<file path="config.mk">
export PLATFORM = sky130hd
export DESIGN_NAME = pipeline_ctrl
export DESIGN_NICKNAME = d
export VERILOG_FILES = /design/src/rtl/pipeline_pkg.sv /design/src/rtl/hazard_detect.sv /design/src/rtl/pipeline_ctrl.sv
export SDC_FILE = /design/constraint.sdc
export NUM_CORES = 1
export LEC_CHECK = 0
export ABC_CLOCK_PERIOD_IN_PS = 3900
export CAP_MARGIN = 5
export CORE_UTILIZATION = 38
export DETAILED_ROUTE_END_ITERATION = 10
export GPL_TIMING_DRIVEN = 1
export MAX_ROUTING_LAYER = met4
export PLACE_DENSITY = 0.67
export SLEW_MARGIN = 20
export SYNTH_ARGS = -nofsm -noshare
export SYNTH_HDL_FRONTEND = slang
export SYNTH_HIERARCHICAL = 1
export SYNTH_SLANG_ARGS = --single-unit
</file>
<file path="constraint.sdc">
create_clock -name clk -period 3.9 [get_ports clk]
set_input_delay 0.78 -clock clk [delete_from_list [all_inputs] [get_ports clk]]
set_output_delay 0.78 -clock clk [all_outputs]
set_load 0.02 [all_outputs]
</file>
<file path="src/rtl/pipeline_pkg.sv">
// Shared types and constants for the pipeline hazard/sequencing controller.
package pipeline_pkg;

    // Register-file index width (16 architectural registers).
    localparam int REG_W = 4;

    // Default width of the saturating performance counters.
    localparam int CNT_W_DEFAULT = 16;

    // Memory-handshake sequencer states.
    typedef enum logic {
        RUN      = 1'b0,
        MEM_WAIT = 1'b1
    } state_e;

endpackage : pipeline_pkg

</file>
<file path="src/rtl/hazard_detect.sv">
// Purely combinational register-dependence hazard check for the instruction in ID.
// With forwarding active only a load in EXE feeding ID can still stall (load-use).
module hazard_detect
    import pipeline_pkg::*;
(
    input  logic [REG_W-1:0] id_src1_i,
    input  logic [REG_W-1:0] id_src2_i,
    input  logic             id_use_src1_i,
    input  logic             id_two_src_i,
    input  logic             exe_wb_en_i,
    input  logic [REG_W-1:0] exe_dest_i,
    input  logic             exe_mem_read_i,
    input  logic             mem_wb_en_i,
    input  logic [REG_W-1:0] mem_dest_i,
    input  logic             forward_en_i,
    output logic             hazard_o
);

    logic exe_hit1, exe_hit2, mem_hit1, mem_hit2;
    logic m1_exe, m2_exe, m1, m2;

    // Raw destination matches against each source operand.
    assign exe_hit1 = exe_wb_en_i & (exe_dest_i == id_src1_i);
    assign exe_hit2 = exe_wb_en_i & (exe_dest_i == id_src2_i);
    assign mem_hit1 = mem_wb_en_i & (mem_dest_i == id_src1_i);
    assign mem_hit2 = mem_wb_en_i & (mem_dest_i == id_src2_i);

    // Qualify by whether the ID instruction actually reads each operand.
    assign m1_exe = id_use_src1_i & exe_hit1;
    assign m2_exe = id_two_src_i  & exe_hit2;
    assign m1     = id_use_src1_i & (exe_hit1 | mem_hit1);
    assign m2     = id_two_src_i  & (exe_hit2 | mem_hit2);

    // Forwarding covers every dependence except a load still in EXE.
    assign hazard_o = forward_en_i ? (exe_mem_read_i & exe_wb_en_i & (m1_exe | m2_exe))
                                   : (m1 | m2);

endmodule : hazard_detect

</file>
<file path="src/rtl/pipeline_ctrl.sv">
// Central hazard/sequencing controller: combines memory stalls, taken branches and
// dependence hazards into freeze/flush controls, tracks the SRAM handshake with a
// two-state FSM and keeps saturating stall/flush counters for performance debug.
module pipeline_ctrl
    import pipeline_pkg::*;
#(
    parameter int CNT_W = CNT_W_DEFAULT
) (
    input  logic             clk,
    input  logic             rst,
    input  logic [REG_W-1:0] id_src1_i,
    input  logic [REG_W-1:0] id_src2_i,
    input  logic             id_use_src1_i,
    input  logic             id_two_src_i,
    input  logic             exe_wb_en_i,
    input  logic [REG_W-1:0] exe_dest_i,
    input  logic             exe_mem_read_i,
    input  logic             mem_wb_en_i,
    input  logic [REG_W-1:0] mem_dest_i,
    input  logic             forward_en_i,
    input  logic             branch_taken_i,
    input  logic             mem_req_i,
    input  logic             mem_ready_i,
    input  logic             clr_cnt_i,
    output logic             freeze_pc_o,
    output logic             freeze_if_id_o,
    output logic             flush_if_id_o,
    output logic             flush_id_exe_o,
    output logic             freeze_back_o,
    output logic             mem_busy_o,
    output logic [CNT_W-1:0] stall_cnt_o,
    output logic [CNT_W-1:0] flush_cnt_o
);

    state_e           state_q, state_d;
    logic [CNT_W-1:0] stall_cnt_q, stall_cnt_d;
    logic [CNT_W-1:0] flush_cnt_q, flush_cnt_d;
    logic             hazard;
    logic             mem_stall;
    logic             freeze_front;

    hazard_detect u_hazard_detect (
        .id_src1_i      (id_src1_i),
        .id_src2_i      (id_src2_i),
        .id_use_src1_i  (id_use_src1_i),
        .id_two_src_i   (id_two_src_i),
        .exe_wb_en_i    (exe_wb_en_i),
        .exe_dest_i     (exe_dest_i),
        .exe_mem_read_i (exe_mem_read_i),
        .mem_wb_en_i    (mem_wb_en_i),
        .mem_dest_i     (mem_dest_i),
        .forward_en_i   (forward_en_i),
        .hazard_o       (hazard)
    );

    // A pending SRAM access stalls in its very first cycle, whatever the FSM state.
    assign mem_stall = mem_req_i & ~mem_ready_i;

    // Priority mem_stall > branch > hazard. A branch under a memory stall is held
    // (EXE is frozen) and flushes on the release cycle.
    assign freeze_front   = mem_stall | (hazard & ~branch_taken_i);
    assign freeze_pc_o    = freeze_front;
    assign freeze_if_id_o = freeze_front;
    assign flush_if_id_o  = branch_taken_i & ~mem_stall;
    assign flush_id_exe_o = ~mem_stall & (branch_taken_i | hazard);
    assign freeze_back_o  = mem_stall;
    assign mem_busy_o     = (state_q == MEM_WAIT);
    assign stall_cnt_o    = stall_cnt_q;
    assign flush_cnt_o    = flush_cnt_q;

    // Next-state logic for the memory-handshake FSM.
    always_comb begin
        // NOTE: default assigned first so no path through the case leaves state_d unassigned (no latch).
        state_d = state_q;
        case (state_q)
            RUN:      if (mem_stall) state_d = MEM_WAIT;
            MEM_WAIT: if (mem_ready_i || !mem_req_i) state_d = RUN;
            default:  state_d = RUN;
        endcase
    end

    // Counter next values: clear wins over increment; increments saturate at all-ones.
    always_comb begin
        stall_cnt_d = stall_cnt_q;
        flush_cnt_d = flush_cnt_q;
        if (clr_cnt_i) begin
            stall_cnt_d = '0;
            flush_cnt_d = '0;
        end else begin
            if (freeze_front && (stall_cnt_q != '1)) stall_cnt_d = stall_cnt_q + CNT_W'(1);
            if (flush_if_id_o && (flush_cnt_q != '1)) flush_cnt_d = flush_cnt_q + CNT_W'(1);
        end
    end

    // State and counter registers; reset returns to RUN with cleared counters.
    always_ff @(posedge clk or posedge rst) begin
        // NOTE: sequential state uses non-blocking assignments so every register samples pre-edge values.
        if (rst) begin
            state_q     <= RUN;
            stall_cnt_q <= '0;
            flush_cnt_q <= '0;
        end else begin
            state_q     <= state_d;
            stall_cnt_q <= stall_cnt_d;
            flush_cnt_q <= flush_cnt_d;
        end
    end

endmodule : pipeline_ctrl

</file>
==> flow_summary.json <==
{
  "status": "finished clean",
  "synth_mux_area_frac": 0.02982,
  "synthFlopType": "dfrtp_1",
  "p_leak_uw": 0.001104,
  "synthToLayoutAreaGrowth_pct": 36.87,
  "synthMostInstantiatedCell": "dfrtp_1",
  "cts.clk_slew.worst_paths_ps": 70,
  "setup_tns_ps": 0,
  "worst_path_largest_cell_delay_ps": 630,
  "synth_cell_types": 52,
  "dieArea_mm2": 0.006050,
  "htreeDepth": 2,
  "grt_first_pass_wirelength_mm": 9.370,
  "finalSetupViolations": 0,
  "p_int_uw": 527.5,
  "worst_ep_required_time_ps": 3120,
  "min_to": "flush_cnt_o[11]$_DFFE_PP0P_",
  "drt-pass1-iter-count": 4,
  "worst-r2r-cell-count": 5,
  "fin_crit_sh": 0.9430,
  "r2r_slack_ps": 1850,
  "seqCellArea_um2": 825.8,
  "min-delay-start": "flush_cnt_o[11]$_DFFE_PP0P_",
  "power_frac_comb": 0.154,
  "multi_input_area_mm2": 0.001272,
  "drive_gt1_frac": 0.06189,
  "synth_top_area_share": 0.3784,
  "worstSetupEndpointType": "primary output",
  "vias_per_cell": 5.675,
  "ir_drop_uv": 116.7,
  "core_mm2": 0.005507,
  "period_minus_slack_ps": 3678,
  "ctsResizeCount": 0,
  "drcViolationCount": 0,
  "clock_sinks": 33,
  "synth_area_leader_cell": "dfrtp_1",
  "vias": 2151,
  "clk_latency_ps": 280,
  "row_count": 27,
  "cts_inserted_buffers": 5,
  "cts_tree": "done",
  "hold_buffers": 0,
  "synth-edff-count": 0,
  "setup.worst_path.class": "in -> out",
  "place.gp.congestion": 0.8239,
  "synth_area_mm2": 0.002182,
  "drv_cap": 0,
  "crit_slowest_cell": "clkdlybuf4s50_1",
  "worst-path-max-fanout": 5,
  "nFillCells": 534,
  "max-clock-path-buffers": 2,
  "hold_viol_final": 0,
  "synth-simple-area-share": 0.2976,
  "synth_cells": 238,
  "holdPathStages": 1,
  "synth-seq-area-share": 0.3784,
  "io_buffers": 65,
  "synth-async-reset-ratio": 1.000,
  "post_cts_buffers": 0,
  "synthTopCellsByCount": "dfrtp_1 (33), nand2_1 (20), a21oi_1 (17), xor2_1 (12), nor2_1 (11)",
  "skew_ps": 5.976,
  "initial_core_util": 0.3963,
  "post-dp-hpwl_mm": 4.014,
  "path_buf_inv": 2,
  "max_freq_mhz": 271.9,
  "wl_per_cell_um": 14.34,
  "antenna_found_initial": 0,
  "first_iter_violations": 148,
  "io_pins": 66,
  "rsz0062_at_grt": "false",
  "n_antenna_cell": 0,
  "p_per_area_mw_per_mm2": 236.5,
  "yosys.area_share.xor_xnor": 0.06422,
  "worst_slew_pin_slew_ps": 738.7,
  "p_sw_uw": 178.7,
  "grt_max_degree": 34,
  "cp_cell_sequence": "clkdlybuf4s50_1 -> xor2_1 -> nor4_1 -> nand3_1 -> nand3_1 -> nand2b_1 -> nand2_1 -> clkdlybuf4s50_1",
  "gr-usage-all-layers": 0.1992,
  "r2r-start": "stall_cnt_o[0]$_DFFE_PP0P_",
  "cp_top_family": "buffers and inverters",
  "fp.dieH_um": 77.78,
  "wirelength_mm": 5.434,
  "cts_root_buf": "clkbuf_8",
  "maxSlewHeadroom": 0.5030,
  "min_path_type": "reg -> reg",
  "layout.nets": 336,
  "synth-seq-cells": 33,
  "synth_area_per_cell_um2": 9.168,
  "pwr-share-seq": 0.498,
  "cp.arrival_ps": 2900,
  "grt_pass1_vias": 1995,
  "clkPwrFrac": 0.348,
  "netSwitchingFraction": 0.2530,
  "ant_nets": 0,
  "ys_warn_count": 6,
  "utilization": 0.5424,
  "synth.area.top_cells": "dfrtp_1 (38%), xor2_1 (4.8%), a21oi_1 (3.9%), nand2_1 (3.4%), o31ai_1 (3.4%)",
  "yosys.area_share.adder": 0.01147,
  "critPathLaunchType": "input pin",
  "reg2reg_to": "stall_cnt_o[12]$_DFFE_PP0P_",
  "synth_nets": 268,
  "die_w_um": 77.78,
  "synth_top_family_by_area": "simple AND/OR/NAND/NOR gates",
  "slew_viol_final": 0,
  "grt_overflow": 0,
  "synth_compound_area_frac": 0.1800
}
==> state kept, by name, indices dropped and copies added (netlist names) <==
name	count
flush_cnt_o	16
stall_cnt_o	16
mem_busy_o	1
==> layout by cell type, fill, tap and decap left out, drive strengths merged, types with 2 or more instances in the layout <==
cell	instances
o41ai	5
mux2	4
a31oi	3
dfrtp	33
or3	3
o211ai	2
clkbuf	8
o21bai	2
nand3	10
or4	10
nor2b	6
o31ai	10
and4	6
nand2	20
ha	2
xnor2	4
mux2i	2
nor4	12
o21ai	7
xor2	12
buf	3
clkdlybuf4s50	65
nor2	11
and3	2
and4b	2
o311ai	4
nand2b	2
nand4	9
inv	11
nor3	8
a21oi	17
==> area by class of cell <==
type	instances	share of cell area
clock buffers	8	0.02681
multi-input cells	186	0.4261
well taps	72	0.03016
flip-flops and latches	33	0.2765
repair buffers	68	0.2254
inverters	12	0.01508
==> metal layers <==
layer / GRT usage / vias up / wire [µm]
met3: 0.03647 / 8 / 257
met1: 0.2588 / 1009 / 2627
met4: 0.05849 / 0 / 64
met2: 0.3159 / 72 / 2484
li1: - / 1062 / -
met5: - / - / 0
==> power groups by stage <==
stage	clock network, µW	registers, µW	logic (µW)
finish	246	352	109
global placement	0	358	109
CTS	255	351	110
floorplan	0	361	46.2
detailed placement	0	358	110
global route	271	352	118
==> per-stage QoR <==
step           total power, µW  hold slack, ps  cell area, µm²  cells  setup WS [ps]
2_1_floorplan            407.1           616.6            2182    238           1244
3_3_place_gp             466.7           516.6            2907    371          312.9
3_5_place_dp             467.8           527.9            2907    371          256.4
4_1_cts                  716.6           538.4            2987    379          259.1
5_1_grt                  741.0           576.9            2987    379          154.0
6_report                 706.3           544.7            2987    379          222.3
==> worst max-delay path by stage <==
stage | from | end | cells past startpoint
3_3_place_gp | id_src1_i[0] | freeze_pc_o | 8
2_1_floorplan | exe_dest_i[2] | freeze_pc_o | 7
5_1_grt | exe_dest_i[2] | freeze_if_id_o | 8
3_5_place_dp | id_src1_i[0] | freeze_pc_o | 8
6_report | exe_dest_i[0] | freeze_pc_o | 8
4_1_cts | id_src1_i[0] | freeze_pc_o | 8
==> logic make-up after synthesis <==
kind of cell	Yosys count
compound gates	58
xor+xnor	16
fa+ha+maj	2
buf+inv	19
flops	33
mux	6
simple gates	104
==> worst register-to-register path: stages (launching register included) <==
cell,delay (ps)
dfrtp_1,450
ha_1,290
and4_1,260
o21ai_1,220
nor4_1,350
mux2_2,370
Note: power is estimated with default switching activity, not from simulation.
